File: config.mk
export PLATFORM = sky130hd
export DESIGN_NAME = sia_work_dispatch
export DESIGN_NICKNAME = d
export VERILOG_FILES = /design/src/rtl/sia_work_dispatch.sv
export SDC_FILE = /design/constraint.sdc
export NUM_CORES = 2
export LEC_CHECK = 0
export CORE_MARGIN = 2
export CORE_UTILIZATION = 54
export DETAILED_ROUTE_END_ITERATION = 7
export PLACE_DENSITY = 0.8
export SLEW_MARGIN = 10
export SYNTH_ARGS = -nofsm -noshare
export SYNTH_HDL_FRONTEND = slang
export SYNTH_SLANG_ARGS = --single-unit
File: constraint.sdc
create_clock -name clk -period 4.4 [get_ports clk]
set_clock_uncertainty 0.2 [all_clocks]
set_input_delay 0.66 -clock clk [delete_from_list [all_inputs] [get_ports clk]]
set_output_delay 0.66 -clock clk [all_outputs]
set_load 0.1 [all_outputs]
File: src/rtl/sia_work_dispatch.sv
// sia_work_dispatch
//   Hands a block header + difficulty target to a hashing core and gathers
//   the nonces it reports back.
//   - The host fills a shadow copy of the work (20 x 32-bit words) and the
//     target (2 x 32-bit words) through wr_en/wr_addr/wr_data.
//   - A start in IDLE copies the shadow into work/target and pulses valid
//     for one cycle. The FSM then waits in RUN until found or until the
//     timeout expires.
//   - Each found nonce is pushed into a small first-word-fall-through FIFO.
//     The host drains it with res_ready.
// Ports
//   clk, rst_n           clock, synchronous active-low reset
//   wr_en/wr_addr/wr_data host shadow-register write port
//   start                dispatch request (accepted only in IDLE)
//   work, target, valid  to the core
//   found, nonce, busy   from the core (busy is status only, not used)
//   res_valid/res_nonce/res_ready  result FIFO head and pop
//   disp_busy            FSM not in IDLE
//   timeout_flag         sticky: work was abandoned on timeout
//   overflow_flag        sticky: a nonce was dropped on a full FIFO
module sia_work_dispatch #(
    parameter int FIFO_DEPTH = 4,
    parameter int TIMEOUT    = 1024
) (
    input  logic         clk,
    input  logic         rst_n,
    input  logic         wr_en,
    input  logic [4:0]   wr_addr,
    input  logic [31:0]  wr_data,
    input  logic         start,
    output logic [639:0] work,
    output logic [63:0]  target,
    output logic         valid,
    input  logic         found,
    input  logic [31:0]  nonce,
    input  logic         busy,
    output logic         res_valid,
    output logic [31:0]  res_nonce,
    input  logic         res_ready,
    output logic         disp_busy,
    output logic         timeout_flag,
    output logic         overflow_flag
);

    localparam int AW = $clog2(FIFO_DEPTH);
    localparam int CW = $clog2(TIMEOUT);

    typedef enum logic [1:0] {IDLE, ISSUE, RUN} state_t;

    state_t          state;
    logic [639:0]    shadow_work;
    logic [63:0]     shadow_tgt;
    logic [CW-1:0]   cnt;

    logic [31:0]     mem [FIFO_DEPTH];
    logic [AW:0]     wptr, rptr;   // extra MSB separates full from empty

    logic            fifo_empty, fifo_full, push_req, push, pop;

    wire unused_busy = busy;

    assign fifo_empty = (wptr == rptr);
    assign fifo_full  = (wptr[AW] != rptr[AW]) && (wptr[AW-1:0] == rptr[AW-1:0]);
    assign pop        = !fifo_empty && res_ready;
    // found is only meaningful while work is outstanding
    assign push_req   = found && (state != IDLE);
    // a full FIFO still takes the push when the head leaves the same cycle
    assign push       = push_req && (!fifo_full || pop);

    assign res_valid  = !fifo_empty;
    assign res_nonce  = mem[rptr[AW-1:0]];
    assign disp_busy  = (state != IDLE);

    // Shadow registers: writable in any state, never seen by the core
    // until the next accepted start.
    always_ff @(posedge clk) begin
        if (!rst_n) begin
            shadow_work <= '0;
            shadow_tgt  <= '0;
        end else if (wr_en) begin
            for (int i = 0; i < 20; i++)
                if (wr_addr == 5'(i)) shadow_work[32*i +: 32] <= wr_data;
            if (wr_addr == 5'd20) shadow_tgt[31:0]  <= wr_data;
            if (wr_addr == 5'd21) shadow_tgt[63:32] <= wr_data;
        end
    end

    // Dispatch FSM. The copy below reads the shadow before this edge's
    // write lands, so start+wr_en together dispatch the old contents.
    always_ff @(posedge clk) begin
        if (!rst_n) begin
            state        <= IDLE;
            valid        <= 1'b0;
            work         <= '0;
            target       <= '0;
            cnt          <= '0;
            timeout_flag <= 1'b0;
        end else begin
            valid <= 1'b0;
            case (state)
                IDLE: begin
                    if (start) begin
                        work   <= shadow_work;
                        target <= shadow_tgt;
                        valid  <= 1'b1;
                        state  <= ISSUE;
                    end
                end
                ISSUE: begin
                    cnt   <= '0;
                    state <= found ? IDLE : RUN;
                end
                RUN: begin
                    // found takes priority over an expiring timeout
                    if (found) begin
                        state <= IDLE;
                    end else if (cnt == CW'(TIMEOUT - 1)) begin
                        timeout_flag <= 1'b1;
                        state        <= IDLE;
                    end else begin
                        cnt <= cnt + 1'b1;
                    end
                end
                default: state <= IDLE;
            endcase
        end
    end

    // Result FIFO
    always_ff @(posedge clk) begin
        if (!rst_n) begin
            wptr          <= '0;
            rptr          <= '0;
            overflow_flag <= 1'b0;
        end else begin
            if (push) begin
                mem[wptr[AW-1:0]] <= nonce;
                wptr              <= wptr + 1'b1;
            end
            if (pop)
                rptr <= rptr + 1'b1;
            if (push_req && !push)
                overflow_flag <= 1'b1;
        end
    end

endmodule
After elaboration in Yosys (flattened, before gate mapping). Memory sizes are Yosys's and may differ from the RTL's. A register that Yosys moved wholly into a read port is not among the register bits. Index checks and enable logic that the tools add are counted.

Logic and storage cells: 121. Input bits: 76. Output and inout bits: 741. Memories: 1. Bits in registers: 1429. RAM bits: 128.

Memory list: mem (depth 4, width 32, rd ports 1, clocked after Yosys merged registers in 1, wr ports 1, RTL line 55) `logic [31:0] mem [FIFO_DEPTH];`.

Equal/unequal tests: 31. Bitwise operators: 1. Reduce and logical (&&, ||, !) cells: 40. Add/sub/neg operators: 3. Muxes and demuxes: 14.

Operators with widths (count): $reduce_and 2->1 (25); $eq 5x4->1 const B (8); $eq 5x5->1 const B (6); $eq 5x3->1 const B (4); $mux 10 (2); $pmux 10 s2 (1); $mux 2 (6); $add 10x1->10 const B (1); $eq 10x10->1 const B (1); $eq 5x2->1 const B (2); $add 3x1->3 const B (2); $ne 2x2->1 const B (3); $pmux 2 s3 (1); $reduce_and 3->1 (2); $eq 5x1->1 const B (1); $logic_and 1x1->1 (5); $logic_not 5->1 (1); $mux 1 (4); $reduce_bool 2->1 (2); $eq 3x3->1 (1); $logic_not 1->1 (3); $ne 3x3->1 const B (1); $eq 2x1->1 const B (1); $eq 2x2->1 (1); other kinds (5) (5).

Longest topological paths before layout.
Depth in word-level cells: 8. Gate-level depth with buffers: 7. Depth with buffers taken out: 5.

Worst setup path before layout. Ideal clock, no wire load.

Kind: input -> register. Start: in rst_n. End: mem mem[3][0] (enable). Arrival: 3.164 ns. Path buffers: 1. Stages: 3. Required time: 3.739 ns. Path slack: 0.575 ns. Library setup time: 0.461 ns. Cells stage by stage: inv_2 clkbuf_1 nor3_1.

Longest elaborated chain between the ends: 2.

Ends and longest elaborated chain: from (decl) (RTL line 26) `input logic rst_n,`; $mux 1 (RTL line 131) `if (!rst_n) begin`; $mux 1 (implied by the code) (RTL line 137) `mem[wptr[AW-1:0]] <= nonce;`; to (decl) (RTL line 55).

No other way between the ends.

Worst setup path in the final report.
Start: reg state[1]. End: out disp_busy.

Longest elaborated chain between the ends: 1.

Ends and longest elaborated chain: from (decl) (RTL line 50) `state_t state;`; from (signal assigned) (RTL line 111) `state <= found ? IDLE : RUN;`; $reduce_bool 2->1 (RTL line 72) `assign disp_busy = (state != IDLE);`; to (decl) (RTL line 40) `output logic disp_busy,`.

No other way between the ends.

==> results.json <==
{
  "finalHoldViolations": 0,
  "grt_max_degree": 167,
  "tightest_slew_ns": 1.35,
  "cts-root-buf": "clkbuf_16",
  "crit_chain": "nor2_1 -> inv_1 -> clkdlybuf4s50_1",
  "power_leakage_nw": 21.8,
  "numCtsBuffers": 150,
  "antenna_found_initial": 7,
  "vias": 48500,
  "clock_latency_ns": 0.76,
  "synth.area.mux_share_pct": 1.39,
  "synth_xor_area_share_pct": 0.114,
  "first_iter_violations": 6427,
  "row_count": 115,
  "via_per_inst": 5.74,
  "hp-class": "register to register",
  "dr.pass1.iters": 6,
  "area_growth_pct": 24.9,
  "p_per_area_nw_per_um2": 429,
  "tritoncts": "built",
  "yosysWarnings": 0,
  "synthesis.nets": 6588,
  "crit_buf_inv": 2,
  "layout.nets": 7126,
  "yosys.cell_count.top_type": "nand2_1",
  "drc": 0,
  "synth_compound_area_share_pct": 13.5,
  "crit_family": "buffers and inverters",
  "grt_pass1_vias": 43700,
  "worstPathRequired_ns": 3.54,
  "avgRoutedWirePerCell_um": 22.0,
  "synth_edf_count": 128,
  "synth_top_family_by_area": "simple AND/OR/NAND/NOR gates",
  "nFillCells": 7509,
  "cts_buffer_depth": 3,
  "dieWidth_um": 320,
  "portBuffers": 815,
  "clock-sinks": 1559,
  "crit_path_top_delay_cell": "clkdlybuf4s50_1",
  "fin_area_um2": 67400,
  "die_h_um": 320,
  "cp_max_fo": 5,
  "grt_use_total_pct": 34.8,
  "dieArea_um2": 102000,
  "slowest_delay_ns": 1.03,
  "crit_type": "register to output port",
  "grt_pass1_wl_um": 271000,
  "synthArstFlopShare_pct": 0,
  "ios": 817,
  "end_kind": "output port",
  "synthSimpleGateAreaFrac_pct": 20.8,
  "hold-worst-slack_ns": 0.225,
  "synth_cell_type_count": 47,
  "gp_congestion": 0.824,
  "grt_setup_unrepaired": "false",
  "finalCritPeriodShare_pct": 80.3,
  "dp_worst_setup_slack_ns": 0.927,
  "power_mw": 28.9,
  "placed_cell_area_um2": 62500,
  "ctsHoldBuffers": 0,
  "htreeDepth": 4,
  "postRouteAntennaNets": 0,
  "synthFlopType": "dfxtp_1",
  "multi_input_area_um2": 19400,
  "synthTopCellsByArea": "dfxtp_1 53%, nand2_1 20%, a21oi_1 13%, edfxtp_1 7.1%, clkbuf_1 3.0%",
  "cts_resized": 0,
  "irDropWorstVdd_mv": 0.321,
  "relSlewSlack_pct": 10.2,
  "maxCapViolCount": 0,
  "worstPathArrival_ns": 2.67,
  "synthAdderAreaFrac_pct": 0.139,
  "dp_hpwl_um": 110000,
  "netlist_top_cells_count": "2,837 x nand2_1, 1,431 x dfxtp_1, 1,412 x a21oi_1",
  "postSynthCellCount": 6506,
  "seq_area_um2": 32500,
  "synth_top_area_share_pct": 53.1,
  "postCtsSetupRepairBufs": 0,
  "synth_top_area_cell": "dfxtp_1",
  "tns_ns": 0,
  "synth_area_per_cell_um2": 8.29,
  "post-route-min-period_ns": 3.53,
  "core_area_um2": 98700,
  "wl_um": 186000,
  "clkTransAtPathRegs_ns": 0.06,
  "max_freq_ghz": 0.283,
  "fin_ws_ns": 0.867,
  "ys_ff_latch": 1559,
  "drive_gt1_share_pct": 6.32,
  "slew_viol_final": 0,
  "netlist_area_um2": 53900,
  "gr-total-overflow": 0,
  "start_util_pct": 54.6,
  "seq_area_frac_synth_pct": 60.2,
  "cp-start-kind": "register",
  "setup_viol": 0,
  "outcome": "complete, no violations"
}
[routing by layer]
layer | up-vias | wire, µm | global-route usage, %
met5 | - | 16 | 0
met4 | 2 | 13300 | 21.8
met3 | 590 | 19700 | 6.81
met2 | 2798 | 82000 | 53.0
met1 | 23100 | 70600 | 45.6
li1 | 22100 | - | -
[flip-flops by register name (all words and copies together), names as in the netlist, named ones only]
| register | flops |
|---|---|
| cnt | 10 |
| mem | 128 |
| overflow_flag | 1 |
| rptr | 3 |
| shadow_tgt | 64 |
| shadow_work | 640 |
| state | 2 |
| target | 64 |
| timeout_flag | 1 |
| valid | 1 |
| work | 640 |
| wptr | 3 |
[layout by cell type (no fill, tap or decap), types with 5 or more instances in the layout]
| cell type | count |
|---|---|
| nand2_1 | 2836 |
| dfxtp_1 | 1429 |
| a21oi_1 | 1412 |
| clkdlybuf4s50_1 | 750 |
| clkbuf_16 | 151 |
| edfxtp_1 | 128 |
| buf_4 | 113 |
| clkbuf_1 | 42 |
| clkbuf_8 | 40 |
| mux4_2 | 32 |
| buf_2 | 32 |
| buf_12 | 23 |
| nor2_1 | 17 |
| clkinv_2 | 13 |
| nand3_1 | 12 |
| nor2_2 | 11 |
| diode_2 | 7 |
| inv_6 | 7 |
| and2_1 | 6 |
| ha_1 | 6 |
| inv_1 | 5 |
| xor2_1 | 5 |
[worst min-delay path, stage by stage, from the launching register on]
cell and delay (ns):
dfxtp_1 0.31, nand2_1 0.05, a21oi_1 0.05
[path summary, 6_finish.rpt]
kind	startpoint	depth (start not counted)	slack, ns	to
min reg2reg	shadow_work[254]	2	0.23	work[254]
max	state[1]	3	0.87	disp_busy
max reg2reg	state[1]	5	1.74	work[360]
min	shadow_work[254]	2	0.23	work[254]
[stage by stage]
stage / instances / utilization, %
final: 8451 / 68.3
after global routing: 8447 / 68.3
after CTS: 8444 / 68.3
after detailed placement: 8179 / 63.4
after global placement: 8179 / 63.4
after floorplan: 6506 / -
[power breakdown]
group / total (mW) / switching (mW) / internal [mW]
clock: 12.7 / 5.42 / 7.25
sequential: 14.4 / 0.0624 / 14.4
combinational: 1.80 / 1.47 / 0.324
[final cells by class]
class | count | area share (%)
Inverter | 6 | 0.0446
Clock buffer | 233 | 6.66
Sequential cell | 1559 | 48.2
Antenna cell | 7 | 0.0260
Multi-Input combinational cell | 4409 | 28.8
Clock inverter | 32 | 0.514
Timing Repair Buffer | 918 | 13.3
Tap cell | 1287 | 2.39
[logic make-up after synthesis]
family                     count (synthesis)
and+or+nand+nor                         2927
AOI/OAI and AO/OA                       1434
xor gates and xnor gates                   7
DFF                                     1559
adders and majority gates                  6
buffers and inverters                    538
muxes                                     35
(Power assumes the default switching activity.)
